===== config.mk =====
export PLATFORM = sky130hd
export DESIGN_NAME = calc_ctrl
export DESIGN_NICKNAME = d
export VERILOG_FILES = /design/src/rtl/calc_ctrl.sv
export SDC_FILE = /design/constraint.sdc
export NUM_CORES = 1
export LEC_CHECK = 0
export BUFFER_PORTS_ARGS = -buffer_cell sky130_fd_sc_hd__buf_4
export CORE_MARGIN = 3
export CORE_UTILIZATION = 52
export DETAILED_ROUTE_END_ITERATION = 8
export PLACE_DENSITY_LB_ADDON = 0.2
export SLEW_MARGIN = 40
export SYNTH_ARGS = -nofsm -noshare
export SYNTH_HDL_FRONTEND = slang
export SYNTH_SLANG_ARGS = --single-unit

===== constraint.sdc =====
create_clock -name clk16M -period 3.92 [get_ports clk16M]
set_clock_uncertainty 0.15 [all_clocks]
set_input_delay 0.196 -clock clk16M [delete_from_list [all_inputs] [get_ports clk16M]]
set_output_delay 0.196 -clock clk16M [all_outputs]
set_load 0.02 [all_outputs]

===== src/rtl/calc_ctrl.sv =====
// Calculator control unit: button synchronizer and edge detector, operand latch,
// and an FSM that sequences the ALU or divider and holds the result for the display.
module calc_ctrl #(
    parameter int BITS        = 8,
    parameter int DIV_TIMEOUT = 32
) (
    input  logic                clk16M,
    input  logic                rst,
    input  logic [BITS-1:0]     sw,
    input  logic [3:0]          bt,
    output logic [BITS/2-1:0]   a_op,
    output logic [BITS/2-1:0]   b_op,
    output logic [3:0]          op_sel,
    output logic                div_start,
    input  logic                div_done,
    input  logic                div_err,
    input  logic                sub_err,
    input  logic [BITS-1:0]     mux_result,
    output logic [BITS-1:0]     result,
    output logic                busy,
    output logic                err,
    output logic                valid
);

    localparam int HW = BITS / 2;
    localparam int CW = (DIV_TIMEOUT > 1) ? $clog2(DIV_TIMEOUT) : 1;
    localparam logic [CW-1:0] TMO_LAST = CW'(DIV_TIMEOUT - 1);

    typedef enum logic [2:0] {IDLE, LATCH, EXEC, WAIT_DIV, DONE} state_t;

    state_t          state, state_nxt;
    logic [3:0]      bt_s1, bt_s2, bt_d;
    logic [1:0]      arm_cnt;
    logic [3:0]      press, press_1h;
    logic [3:0]      op_rec;
    logic [CW-1:0]   tmo_cnt;

    // Edge detection stays disarmed until the synchronizer has refilled after
    // reset, so a button held through reset release does not look like a press.
    always_ff @(posedge clk16M) begin
        if (rst) begin
            bt_s1   <= '0;
            bt_s2   <= '0;
            bt_d    <= '0;
            arm_cnt <= '0;
        end else begin
            bt_s1 <= bt;
            bt_s2 <= bt_s1;
            bt_d  <= bt_s2;
            if (arm_cnt != 2'd3)
                arm_cnt <= arm_cnt + 2'd1;
        end
    end

    assign press    = (arm_cnt == 2'd3) ? (bt_s2 & ~bt_d) : 4'b0000;
    assign press_1h = press & (~press + 4'd1);

    always_ff @(posedge clk16M) begin
        if (rst) state <= IDLE;
        else     state <= state_nxt;
    end

    always_comb begin
        state_nxt = state;
        div_start = 1'b0;
        case (state)
            IDLE:     if (|press) state_nxt = LATCH;
            LATCH: begin
                if (op_rec[3]) begin
                    div_start = 1'b1;
                    state_nxt = WAIT_DIV;
                end else begin
                    state_nxt = EXEC;
                end
            end
            EXEC:     state_nxt = DONE;
            WAIT_DIV: if (div_done || tmo_cnt == TMO_LAST) state_nxt = DONE;
            DONE:     state_nxt = IDLE;
            default:  state_nxt = IDLE;
        endcase
    end

    always_ff @(posedge clk16M) begin
        if (rst) begin
            a_op    <= '0;
            b_op    <= '0;
            op_sel  <= '0;
            op_rec  <= '0;
            result  <= '0;
            err     <= 1'b0;
            valid   <= 1'b0;
            busy    <= 1'b0;
            tmo_cnt <= '0;
        end else begin
            valid <= (state_nxt == DONE);
            busy  <= (state_nxt != IDLE);
            case (state)
                IDLE: if (|press) op_rec <= press_1h;
                LATCH: begin
                    a_op    <= sw[BITS-1:HW];
                    b_op    <= sw[HW-1:0];
                    op_sel  <= op_rec;
                    tmo_cnt <= '0;
                end
                EXEC: begin
                    if (op_sel[1] && sub_err) begin
                        result <= '1;
                        err    <= 1'b1;
                    end else begin
                        result <= mux_result;
                        err    <= 1'b0;
                    end
                end
                WAIT_DIV: begin
                    tmo_cnt <= tmo_cnt + CW'(1);
                    // div_done wins over a timeout landing in the same cycle
                    if (div_done) begin
                        result <= div_err ? '1 : mux_result;
                        err    <= div_err;
                    end else if (tmo_cnt == TMO_LAST) begin
                        result <= '1;
                        err    <= 1'b1;
                    end
                end
                default: ;
            endcase
        end
    end

endmodule


==> qor.txt <==
Final worst-path setup slack - 1.66 ns
Die Span Y - 66.3 µm
Drt pass-1 iters - 4
RSZ-0062 raised after global routing - no
# IOs - 49
Post-synthesis register bit count - 49
Initial drt markers - 134
Max_cap viols - 0
CP Class - flip-flop to flip-flop
P&R area growth vs syn - 30.2%
Largest stage delay on the critical path - 0.51 ns
Post-Route WL - 3.94 mm
Die X - 66.3 µm
Antenna-violating nets left - 0
Sequential share of the synthesized area - 0.519
CP arrival - 2.33 ns
PwrDens - 333 mW/mm²
Gpl congestion - 0.773
Share of post-route cells with drive strength above 1 - 0.233
CTS Buf Count - 5
Clk pin slew, worst setup/hold paths - 0.14 ns
Vias per cell - 5.27
Leak - 0.000978 µW
Period utilization - 0.578
Worst-margin pin slew - 0.747 ns
H-Tree Depth - 2
CTS resizes - 0
Delay-heaviest family, CP - simple AND/OR/NAND/NOR gates
Worst skew pair latency - 0.36 ns
Maximum root-to-sink buffer count - 2
Initial Util - 0.553
Hold Path Class - input port to flip-flop
Power after layout - 820 µW
GRT Util Overall - 0.190
Finish-stage setup viols - 0
DRC viols - 0
Fmax - 442 MHz
CTS tree - done
Synthesized instance count - 203
Root Driver - clkbuf_4
Ys Warns - 0
Initial antenna violation count - 0
Status - completed
Crit-path cells - ha_1, and3_1, ha_1, or3b_2, nand2_1, a221oi_1
Vias in the first global route - 1,519
Diode count - 0
Worst EP required - 3.99 ns
Fin. Hold Viols - 0
VDD IR-drop max - 301 µV
Slew Viols, Final - 0
Num Clock Sinks - 49
Mapped Area - 0.00189 mm²
Worst Path Max Fanout - 10
Post-DP HPWL - 2.48 mm
Die ar. - 0.00439 mm²
Most frequent cells in the layout - 49 x dfxtp_1, 49 x buf_4, 18 x a21oi_1
Buffers & Inverters on Critical Path - 0
Core area - 0.00342 mm²
Port buffer count - 48
Row cnt - 21
Remaining global-route overflow - 0
Vias - 1,622
CP Capture Type - flip-flop
CP max-delay cell - or3b_2
Count of cell types in the netlist - 36
Worst relative slew slack - 0.501
Final setup TNS - 0 ns
WL/cell - 12.8 µm
Global-route wire length before repair - 6.64 mm
Largest net degree at the start of global routing - 53
NumNets Final - 289
Mapped Nets - 231
Most used cell, CP - ha_1
Syn avg cell area - 9.31 µm²
Pre-CTS setup slack - 1.71 ns
Crit path time final - 2.26 ns
Startpoint types - flip-flop
## worst paths after layout
| path | start | endpoint | slack, ns | cells past startpoint |
|---|---|---|---|---|
| worst min register to register | bt_s1[3] | bt_s2[3] | 0.30 | 1 |
| worst max-delay path | tmo_cnt[0] | result[5] | 1.66 | 6 |
| worst max register to register | tmo_cnt[0] | result[5] | 1.66 | 6 |
| worst min-delay path | mux_result[3] | result[3] | 0.07 | 3 |
## flip-flops by register name (all words and copies together), names as in the netlist
signal,cells
a_op,4
arm_cnt,2
b_op,4
bt_d,4
bt_s1,4
bt_s2,4
busy,1
err,1
op_rec,4
op_sel,4
result,8
state,3
tmo_cnt,5
valid,1
## worst register-to-register path: stages, from the launching register on
cell and delay [ns]:
dfxtp_1 0.36, ha_1 0.23, and3_1 0.19, ha_1 0.23
or3b_2 0.51, nand2_1 0.30, a221oi_1 0.15
## per-stage QoR
step	hold slack (ns)	util	cells	instance area, µm²
finish	0.0683	0.720	308	2460
global route	0.0544	0.720	308	2460
CTS	0.0682	0.720	308	2460
detailed placement	0.262	0.667	287	2280
global placement	0.257	0.666	287	2270
floorplan	0.129	-	203	1890
## cell usage after synthesis
master | count | area, µm²
or4b_1 | 1 | 10.0
mux2_2 | 1 | 11.3
nor3b_1 | 4 | 30.0
nand4bb_1 | 1 | 11.3
nand4b_1 | 1 | 8.76
and3b_1 | 1 | 8.76
o21bai_1 | 1 | 7.51
nor3_1 | 9 | 45.0
inv_1 | 11 | 41.3
a41o_1 | 1 | 10.0
a41oi_1 | 1 | 8.76
nand2b_1 | 9 | 56.3
nand2_1 | 16 | 60.1
o32ai_1 | 1 | 8.76
a21oi_1 | 18 | 90.1
ha_1 | 3 | 37.5
nand3b_1 | 2 | 15.0
dfxtp_1 | 49 | 981
o21ai_0 | 16 | 80.1
or4b_4 | 1 | 13.8
mux2i_1 | 4 | 40.0
or2_2 | 1 | 6.26
a221oi_1 | 8 | 70.1
xor2_1 | 1 | 8.76
buf_1 | 2 | 7.51
nor2_1 | 5 | 18.8
a311oi_1 | 1 | 8.76
and3_1 | 1 | 6.26
nand3_1 | 3 | 15.0
nor2b_1 | 15 | 93.8
a211oi_1 | 1 | 7.51
clkbuf_1 | 9 | 33.8
or3b_2 | 1 | 8.76
o21a_1 | 1 | 7.51
and2b_1 | 2 | 15.0
a31oi_1 | 1 | 6.26
## logic make-up (layout without fill, tap and decap cells)
kind of cell	Yosys count	count (layout)	share of synthesized area
and+or+nand+nor	73	73	0.224
AOI/OAI and AO/OA	50	50	0.162
DFF	49	49	0.519
adders and majority gates	3	3	0.0199
xor gates and xnor gates	1	1	0.00464
muxes	5	5	0.0272
buffers and inverters	22	81	0.0437
## per-layer routing
metal / global-route usage / vias to the layer above / share of wire
met3: 0.0561 / 5 / 0.047
li1: - / 821 / -
met5: 0 / - / 0
met1: 0.247 / 751 / 0.47
met2: 0.312 / 45 / 0.48
met4: 0.0381 / 0 / 0.0068
## where the power goes
part / switching, µW / internal [µW]
sequential: 7.51 / 512
combinational: 36.6 / 46.1
clock: 149 / 68.7
## final cells by class
type                       count  area (µm²)
clock buffer                   6        41.3
tap                           46        57.6
sequential                    49         981
inverter                      11        41.3
timing repair buffer          62         498
fill                         285         956
clock inverter                 2        10.0
multi-input combinational    132         831
## repair_timing
item / CTS / global route
setup buffers: 0 / 0
endpoints found under the setup margin: 0 / 0
hold buffers: 13 / 0
hold endpoints to repair: 13 / 0
(Power assumes the default switching activity.)
